## src/rtl/inst_mem.sv

```systemverilog
// Instruction memory: DEPTH x 16-bit words, boot image preloaded,
// one-cycle registered fetch. Define INSTMEM_LOAD_EN to add a write port.
module inst_mem #(
    parameter int unsigned DEPTH    = 256,
    parameter logic [15:0] NOP_WORD = 16'h0000
) (
    input  logic        clk,
    input  logic        reset,
    input  logic        enable,
    input  logic [15:0] pc,
`ifdef INSTMEM_LOAD_EN
    input  logic        load_en,
    input  logic [15:0] load_addr,
    input  logic [15:0] load_data,
`endif
    output logic [15:0] instruction,
    output logic        valid,
    output logic        addr_err
);

    localparam int AW = (DEPTH > 1) ? $clog2(DEPTH) : 1;

    typedef logic [DEPTH-1:0][15:0] image_t;

    function automatic image_t boot_image();
        image_t img;
        img = '0;
        for (int i = 0; i < int'(DEPTH); i++) begin
            case (i)
                0:       img[i] = 16'h1101;
                1:       img[i] = 16'h1202;
                2:       img[i] = 16'h2312;
                3:       img[i] = 16'h3412;
                4:       img[i] = 16'h4000;
                5:       img[i] = 16'hF000;
                default: img[i] = 16'h0000;
            endcase
        end
        return img;
    endfunction

    localparam image_t BOOT = boot_image();

    // No wrap-around: the full 16-bit address is compared against DEPTH.
    function automatic logic in_range(input logic [15:0] a);
        return {1'b0, a} < 17'(DEPTH);
    endfunction

    logic [AW-1:0] fetch_idx;
    logic          fetch_ok;
    logic [15:0]   rd_word;

    assign fetch_idx = pc[AW-1:0];
    assign fetch_ok  = in_range(pc);

`ifdef INSTMEM_LOAD_EN
    image_t        mem = BOOT;
    logic [AW-1:0] load_idx;
    logic          load_ok;

    assign load_idx = load_addr[AW-1:0];
    assign load_ok  = in_range(load_addr);
    assign rd_word  = mem[fetch_idx];

    // Loader write; the fetch samples the old word on the same edge.
    always_ff @(posedge clk) begin
        if (!reset && load_en && load_ok) begin
            mem[load_idx] <= load_data;
        end
    end
`else
    assign rd_word = BOOT[fetch_idx];
`endif

    // Registered fetch: reset clears outputs, idle cycles hold data and drop valid.
    always_ff @(posedge clk) begin
        if (reset) begin
            instruction <= 16'h0000;
            valid       <= 1'b0;
            addr_err    <= 1'b0;
        end else if (enable) begin
            valid <= 1'b1;
            if (fetch_ok) begin
                instruction <= rd_word;
                addr_err    <= 1'b0;
            end else begin
                instruction <= NOP_WORD;
                addr_err    <= 1'b1;
            end
        end else begin
            valid <= 1'b0;
        end
    end

endmodule

```

## config.mk

```make
export PLATFORM = sky130hd
export DESIGN_NAME = inst_mem
export DESIGN_NICKNAME = d
export VERILOG_FILES = /design/src/rtl/inst_mem.sv
export SDC_FILE = /design/constraint.sdc
export NUM_CORES = 1
export LEC_CHECK = 0
export BUFFER_PORTS_ARGS = -buffer_cell sky130_fd_sc_hd__buf_2
export CAP_MARGIN = 25
export CORE_MARGIN = 2
export CORE_UTILIZATION = 39
export CTS_BUF_LIST = sky130_fd_sc_hd__clkbuf_8
export DETAILED_ROUTE_END_ITERATION = 12
export PLACE_DENSITY = 0.76
export SLEW_MARGIN = 10
export SYNTH_ARGS = -nofsm -noshare
export SYNTH_HDL_FRONTEND = slang
export SYNTH_SLANG_ARGS = --single-unit
export TNS_END_PERCENT = 20
```

## constraint.sdc

```tcl
create_clock -name clk -period 0.99 [get_ports clk]
set_clock_uncertainty 0.15 [all_clocks]
set_input_delay 0.0495 -clock clk [delete_from_list [all_inputs] [get_ports clk]]
set_output_delay 0.0495 -clock clk [all_outputs]
set_load 0.03 [all_outputs]
```

==> results_dict.tcl, run 1 <==
set metrics [dict create \
    status "complete, but fails checks" \
    violations "hold timing" \
    start_util_pct 41.3 \
    cts-buffers-inserted 3 \
    total_power_w 0.00110 \
    die-area_sq_um 1930 \
    fin_util_pct 58.7 \
    crit_chain "buf_2" \
    syn_area_sq_um 622 \
    cp_top_family "flip-flops" \
    clock-sinks 12 \
    rsz0062_at_grt "true" \
    p_per_area_nw_per_um2 1240 \
    clkTransAtPathRegs_ns 0.05 \
    gp_congestion 0.775 \
    period_share_pct 96.9 \
    h-tree-depth 1 \
    syn_area_per_cell_sq_um 9.72 \
    syn_inst 64 \
    swShare_pct 24.7 \
    routed.top_layer "met3" \
    mostFrequentLayoutCells "buf_2, nand2_1, dfxtp_1" \
    critPathBufInv 1 \
    ys_top_cells_by_area "dfxtp_1, ha_1, o21ai_1" \
    combPwrFrac_pct 16.4 \
    dpl_cell_area_sq_um 812 \
    grt_pass1_wl_um 1750 \
    cts_tree "built" \
    vias 535 \
    yosysWarnings 0 \
    p_int_w 0.000828 \
    setup_viol 0 \
    final_max_slew_viol_count 0 \
    synth_top_area_share_pct 38.6 \
    viasPerCell 4.46 \
    clk_path_buf_depth 2 \
    endpoint_kind "output port" \
    first_global_vias 430 \
    wl_met2_um 623 \
    worst_hold_path_type "primary input to flip-flop" \
    ant_nets 0 \
    power.leakage_nw 0.460 \
    layout_commonest_cell "buf_2" \
    wl_met3_um 75 \
    grt_max_degree 11 \
    cpPeakStageDelay_ns 0.33 \
    crit_slowest_cell "dfxtp_1" \
    synth_cell_types 18 \
    core_area_sq_um 1510 \
    grt_usage_pct 12.3 \
    port_buffers 30 \
    holdWs_ns -0.0319 \
    nNetsFinal 130 \
    overflow 0 \
    avgRoutedWirePerCell_um 10.0 \
    ir_worst_vdd_mv 1.00 \
    hold_buffers 2 \
    syn2layout_area_growth_pct 42.3 \
    yosys.area.top_type "dfxtp_1" \
    drt_iter0_markers 9 \
    std_cell_rows 14 \
    wl_um 1200 \
    p_switching_w 0.000271 \
    cp_data_required_time_ns 0.79 \
    synth_seq_area_share_pct 38.6 \
    hold_viol_final 2 \
    first_pass_iters 3 \
    clockRootBuffer "clkbuf_8" \
    arrival_ns 0.76 \
    fp.dieH_um 43.9 \
    period_needed_ns 0.959 \
    cap_viol_max_count 0 \
    wl_met1_um 506 \
    critPathLaunchType "flip-flop" \
    clock.fmax_mhz 1040 \
    fin_cells 120 \
    synth_seq_cells 12 \
    clk_latency_ns 0.23 \
    die_w_um 43.9 \
    fillers 138 \
    antenna_found_initial 0 \
    layout-drive-gt1-share_pct 45.2 \
    seq_power_share_pct 44.7 \
    dpl.hpwl_um 1020 \
    clkPwrFrac_pct 38.9 \
    drc 0 \
    diodes 0 \
    path_class "flip-flop to output port" \
    fin_area_sq_um 885 \
    crit_fanout 2 \
    place_inst 115 \
    io-pin-count 37 \
]
## final timing paths
kind                            slack [ns]  cells past startpoint                     endpoint                         start
worst max-delay path                  0.03                      1              instruction[13]  instruction[13]$_SDFFE_PP0P_
worst min-delay path                 -0.03                      3        addr_err$_SDFFE_PP0P_                         reset
worst max register to register        0.17                      2        addr_err$_SDFFE_PP0P_         addr_err$_SDFFE_PP0P_
worst min register to register        0.29                      2  instruction[0]$_SDFFE_PP0P_   instruction[0]$_SDFFE_PP0P_
## cell usage after synthesis
cell type	instances
o31ai_2	1
nor4_1	1
ha_1	5
nand4_2	1
nor2_1	2
nor3_1	1
nand2_1	12
conb_1	1
inv_1	5
o21ai_1	9
a311oi_1	1
nand4_4	1
buf_4	6
nor4b_4	1
nor4_4	2
dfxtp_1	12
nor2b_1	1
o21a_1	2
## cell type report
type                       count  area [sq um]  share of cell area, %
inverter                       5          18.8                   2.12
tap                           16          20.0                   2.26
multi-input combinational     46           343                   38.8
sequential                    12           241                   27.3
clock buffer                   3          41.3                   4.67
timing repair buffer          38           220                   24.9
## per-layer routing
| metal | track usage (%) | up-vias |
|---|---|---|
| li1 | - | 287 |
| met1 | 14.7 | 236 |
| met2 | 21.8 | 12 |
| met3 | 3.75 | 0 |
| met4 | 1.82 | 0 |
| met5 | 0 | - |
## cell families (layout without fill, tap and decap cells)
kind of cell    Yosys count  count (layout)  share of synthesized area [%]
compound gates           13              13                           13.1
flops                    12              12                           38.6
other cells               1               6                          0.603
buf+inv                  11              46                           10.3
fa+ha+maj                 5               5                           10.1
simple gates             22              22                           27.4
## state kept, by name, summed over array words and instances, names as in the netlist
| name | cells |
|---|---|
| addr_err | 1 |
| instruction | 10 |
| valid | 1 |
## through the flow
| step | setup WS [ns] | TNS (ns) |
|---|---|---|
| floorplan | 0.0155 | 0 |
| global placement | -0.151 | -1.33 |
| detailed placement | -0.187 | -1.55 |
| CTS | 0.0165 | 0 |
| global route | -0.00183 | -0.00298 |
| finish | 0.0310 | 0 |
## timing repair
action                                  in CTS  in global routing
setup buffers                                0                  0
endpoints found under the setup margin       0                  4
hold endpoints to repair                     4                  1
resized for setup                            0                  3
## power by group through the flow
stage / Sequential (W) / Clock [W] / Combinational [W]
6_report: 0.000491 / 0.000428 / 0.000180
4_1_cts: 0.000491 / 0.000444 / 0.000178
3_5_place_dp: 0.000501 / 0 / 0.000171
2_1_floorplan: 0.000512 / 0 / 0.0000918
3_3_place_gp: 0.000501 / 0 / 0.000168
5_1_grt: 0.000491 / 0.000468 / 0.000195
Note: power is estimated with default switching activity, not from simulation.
==> run 2: changes to the inputs <==
--- a/config.mk
+++ b/config.mk
@@ -8,10 +8,9 @@
 export BUFFER_PORTS_ARGS = -buffer_cell sky130_fd_sc_hd__buf_2
 export CAP_MARGIN = 25
 export CORE_MARGIN = 2
-export CORE_UTILIZATION = 39
-export CTS_BUF_LIST = sky130_fd_sc_hd__clkbuf_8
+export CORE_UTILIZATION = 37
 export DETAILED_ROUTE_END_ITERATION = 12
-export PLACE_DENSITY = 0.76
+export PLACE_DENSITY = 0.73
 export SLEW_MARGIN = 10
 export SYNTH_ARGS = -nofsm -noshare
 export SYNTH_HDL_FRONTEND = slang
==> run 2 against run 1 <==
Compared with the run above: the run still ends with hold timing left; clock power down 11%; non-clock buffer count unchanged; core utilization up 2.6 points; sequential share of layout area down 0.81 points; worst hold slack worse by 0.045 ns; wire length down 2.7%; worst setup slack better by 0.0026 ns; die area up 4.9%; flip-flop and latch count unchanged; largest cell class unchanged.
==> results_dict.tcl, run 2 (same netlist as run 1, synthesis figures left out) <==
set metrics [dict create \
    setup_slack_ns 0.0336 \
    cp_top_family "flip-flops" \
    status "complete, but fails checks" \
    ant_nets 0 \
    clk_latency_ns 0.27 \
    fillers 145 \
    layout-drive-gt1-share_pct 51.4 \
    cap_viol_max_count 0 \
    clock.fmax_mhz 1050 \
    largest_register_ffs 10 \
    avgRoutedWirePerCell_um 9.69 \
    first_global_vias 488 \
    die_w_um 45.0 \
    period_needed_ns 0.956 \
    vias 562 \
    gp_congestion 0.719 \
    critPathBufInv 1 \
    diodes 0 \
    nNetsFinal 130 \
    grt_pass1_wl_um 1860 \
    std_cell_rows 14 \
    port_buffers 30 \
    hold_buffers 2 \
    seq_area_sq_um 250 \
    hold_viol_final 11 \
    post_cts_buffers 0 \
    critPathLaunchType "flip-flop" \
    start_util_pct 40.3 \
    violations "hold timing" \
    first_pass_iters 3 \
    clkTransAtPathRegs_ns 0.08 \
    worst_hold_path_type "primary input to flip-flop" \
    syn2layout_area_growth_pct 51.9 \
    crit_fanout 2 \
    ir_worst_vdd_mv 0.937 \
    final_max_slew_viol_count 0 \
    reg_top3 "instruction: 10 flops, addr_err: 1 flops, valid: 1 flops" \
    crit_chain "buf_4" \
    viasPerCell 4.64 \
    fp.dieH_um 45.0 \
    grt_usage_pct 12.3 \
    antenna_found_initial 0 \
    p_per_area_nw_per_um2 1110 \
    grt_max_degree 11 \
    cp_data_required_time_ns 0.79 \
    power.leakage_nw 0.458 \
    setup_viol 0 \
    h-tree-depth 1 \
    clock-sinks 12 \
    drc 0 \
    layout_commonest_cell "buf_2" \
    multi_input_area_sq_um 337 \
    dpl.hpwl_um 979 \
    clockRootBuffer "clkbuf_4" \
    wl_um 1170 \
    mostFrequentLayoutCells "buf_2, nand2_1, buf_6" \
    die-area_sq_um 2020 \
    crit_slowest_cell "dfxtp_1" \
    core_area_sq_um 1540 \
    cpPeakStageDelay_ns 0.33 \
    r2r_slack_ns 0.16 \
    clk_path_buf_depth 2 \
    cts-buffers-inserted 3 \
    dp_slack_ns -0.174 \
    io-pin-count 37 \
    period_share_pct 96.6 \
    endpoint_kind "output port" \
    top_register "instruction" \
    path_class "flip-flop to output port" \
    overflow 0 \
    arrival_ns 0.76 \
    cts_tree "built" \
    holdWs_ns -0.0768 \
    drt_iter0_markers 5 \
]
-- run 2: final timing paths --
path,end,start,depth (start not counted)
worst max-delay path,instruction[12],instruction[12]$_SDFFE_PP0P_,1
worst min register to register,instruction[9]$_SDFFE_PP0P_,instruction[9]$_SDFFE_PP0P_,2
worst min-delay path,addr_err$_SDFFE_PP0P_,reset,3
worst max register to register,addr_err$_SDFFE_PP0P_,addr_err$_SDFFE_PP0P_,2
-- run 2: layout make-up --
class	instances	area share, %
Sequential cell	12	26.5
Tap cell	16	2.12
Clock buffer	4	3.84
Timing Repair Buffer	38	29.9
Inverter	5	1.99
Multi-Input combinational cell	46	35.6
-- run 2: through the flow --
step / utilization, % / area (sq um) / TNS (ns) / power, W / cells
after detailed placement: 52.7 / 812 / -1.52 / 0.000672 / 115
after floorplan: - / 642 / 0 / 0.000603 / 69
after global routing: 61.3 / 945 / -0.0150 / 0.00111 / 121
after global placement: 52.7 / 812 / -1.32 / 0.000669 / 115
final: 61.3 / 945 / 0 / 0.00105 / 121
after CTS: 58.1 / 896 / 0 / 0.00106 / 121
-- run 2: power by group --
group	switching [W]	total (W)	internal [W]
Combinational	0.000106	0.000181	0.0000753
Clock	0.000158	0.000382	0.000223
Sequential	0.00000277	0.000490	0.000488
Total	0.000267	0.00105	0.000786
-- run 2: routing by layer --
layer  global-route usage (%)  wire [um]  share of wire, %
met2                     22.0        623                53
met5                        0          0                 0
met3                     7.20         86               7.3
met1                     13.3        462                39
met4                        0          0                 0
-- run 2: timing repair --
item	in CTS	in global routing
gates resized for setup	11	19
pin swaps	0	0
setup endpoints to repair	11	11
endpoints found under the hold margin	12	10
==> run 3: changes to the inputs <==
--- a/config.mk
+++ b/config.mk
@@ -7,10 +7,12 @@
 export LEC_CHECK = 0
 export BUFFER_PORTS_ARGS = -buffer_cell sky130_fd_sc_hd__buf_2
 export CAP_MARGIN = 25
+export CELL_PAD_IN_SITES_DETAIL_PLACEMENT = 1
+export CELL_PAD_IN_SITES_GLOBAL_PLACEMENT = 2
 export CORE_MARGIN = 2
-export CORE_UTILIZATION = 37
+export CORE_UTILIZATION = 20
 export DETAILED_ROUTE_END_ITERATION = 12
-export PLACE_DENSITY = 0.73
+export PLACE_DENSITY_LB_ADDON = 0.1
 export SLEW_MARGIN = 10
 export SYNTH_ARGS = -nofsm -noshare
 export SYNTH_HDL_FRONTEND = slang
==> run 3 against run 2 <==
Compared with the run above: the flow still finishes with violations (hold timing); sequential power about the same; register-to-register slack worse by 0.02 ns; core utilization down 29 points; non-clock buffer count up 1; die area up 76%; cell count up 15%; critical path type unchanged; largest cell class unchanged; largest power group unchanged.
==> results_dict.tcl, run 3 (same netlist as run 1, synthesis figures left out) <==
set metrics [dict create \
    status "complete, but fails checks" \
    violations "hold timing" \
    drc 0 \
    h-tree-depth 1 \
    crit_slowest_cell "dfxtp_1" \
    reg_top3 "instruction: 10 flops, addr_err: 1 flops, valid: 1 flops" \
    first_pass_iters 3 \
    setup_viol 0 \
    p_per_area_nw_per_um2 1090 \
    place_inst 133 \
    crit_chain "buf_4" \
    crit_fanout 2 \
    holdWs_ns -0.0654 \
    tns_ns 0 \
    clkTransAtPathRegs_ns 0.08 \
    setup_slack_ns 0.0385 \
    core_area_sq_um 3000 \
    diodes 0 \
    io-pin-count 37 \
    wl_um 1490 \
    layout_commonest_cell "buf_2" \
    clock-sinks 12 \
    viasPerCell 4.24 \
    path_class "flip-flop to output port" \
    post_cts_buffers 0 \
    grt_max_degree 11 \
    die_w_um 59.8 \
    avgRoutedWirePerCell_um 10.7 \
    syn2layout_area_growth_pct 56.9 \
    overflow 0 \
    final_max_slew_viol_count 0 \
    r2r_slack_ns 0.14 \
    dp_slack_ns -0.212 \
    antenna_found_initial 0 \
    ir_worst_vdd_mv 0.322 \
    grt_pass1_wl_um 2460 \
    fin_cells 139 \
    period_needed_ns 0.951 \
    fin_util_pct 32.5 \
    clock.fmax_mhz 1050 \
    power.leakage_nw 0.464 \
    endpoint_kind "output port" \
    port_buffers 30 \
    cap_viol_max_count 0 \
    top_register "instruction" \
    clk_latency_ns 0.26 \
    period_share_pct 96.1 \
    cpPeakStageDelay_ns 0.33 \
    clk_path_buf_depth 2 \
    std_cell_rows 20 \
    cp_data_required_time_ns 0.79 \
    dpl.hpwl_um 1250 \
    grt_usage_pct 9.11 \
    clockRootBuffer "clkbuf_4" \
    arrival_ns 0.75 \
    start_util_pct 20.7 \
    hold_buffers 2 \
    cp_top_family "flip-flops" \
    first_global_vias 610 \
    mostFrequentLayoutCells "buf_2, nand2_1, dfxtp_2, buf_6" \
    critPathBufInv 1 \
    worst_hold_path_type "primary input to flip-flop" \
    nNetsFinal 131 \
    vias 590 \
    critPathLaunchType "flip-flop" \
    fp.dieH_um 59.8 \
    die-area_sq_um 3570 \
    cts-buffers-inserted 3 \
    hold_viol_final 6 \
    drt_iter0_markers 6 \
    rsz0062_at_grt "true" \
    ant_nets 0 \
    gp_congestion 0.669 \
    cts_tree "built" \
    largest_register_ffs 10 \
    layout-drive-gt1-share_pct 53.8 \
]
-- run 3: per-layer routing --
metal  vias to the layer above  GRT usage, %  part of all wire (%)  wire length, um
li1                        290             -                     -                -
met5                         -             0                     0                0
met3                         2          1.52                   7.2              108
met2                        24          16.0                    50              739
met4                         0          5.71                   1.7               25
met1                       274          10.1                    41              617
-- run 3: final timing paths --
kind                                                  start                          end  cells past startpoint
worst max-delay path            instruction[9]$_SDFFE_PP0P_               instruction[9]                      1
worst min-delay path                                  reset        addr_err$_SDFFE_PP0P_                      3
worst max register to register        addr_err$_SDFFE_PP0P_        addr_err$_SDFFE_PP0P_                      2
worst min register to register  instruction[9]$_SDFFE_PP0P_  instruction[9]$_SDFFE_PP0P_                      2
-- run 3: per-stage QoR --
step | total power (W) | instance area [sq um]
global route | 0.00113 | 976
global placement | 0.000678 | 841
detailed placement | 0.000679 | 841
finish | 0.00107 | 976
CTS | 0.00108 | 928
floorplan | 0.000603 | 642
-- run 3: timing repair --
item	CTS	global route
endpoints found under the hold margin	8	6
cloned	0	0
setup endpoints to repair	11	12
gates resized for setup	12	20
-- run 3: area by class of cell --
class	instances	area, sq um
Multi-Input combinational cell	46	337
Sequential cell	12	253
Inverter	5	18.8
Tap cell	33	41.3
Fill cell	362	2030
Timing Repair Buffer	39	290
Clock buffer	4	36.3
-- run 3: report_power, final --
| part | switching (W) | total (W) | internal, W |
|---|---|---|---|
| clock | 0.000167 | 0.000390 | 0.000223 |
| sequential | 0.00000281 | 0.000490 | 0.000487 |
| combinational | 0.000109 | 0.000185 | 0.0000763 |
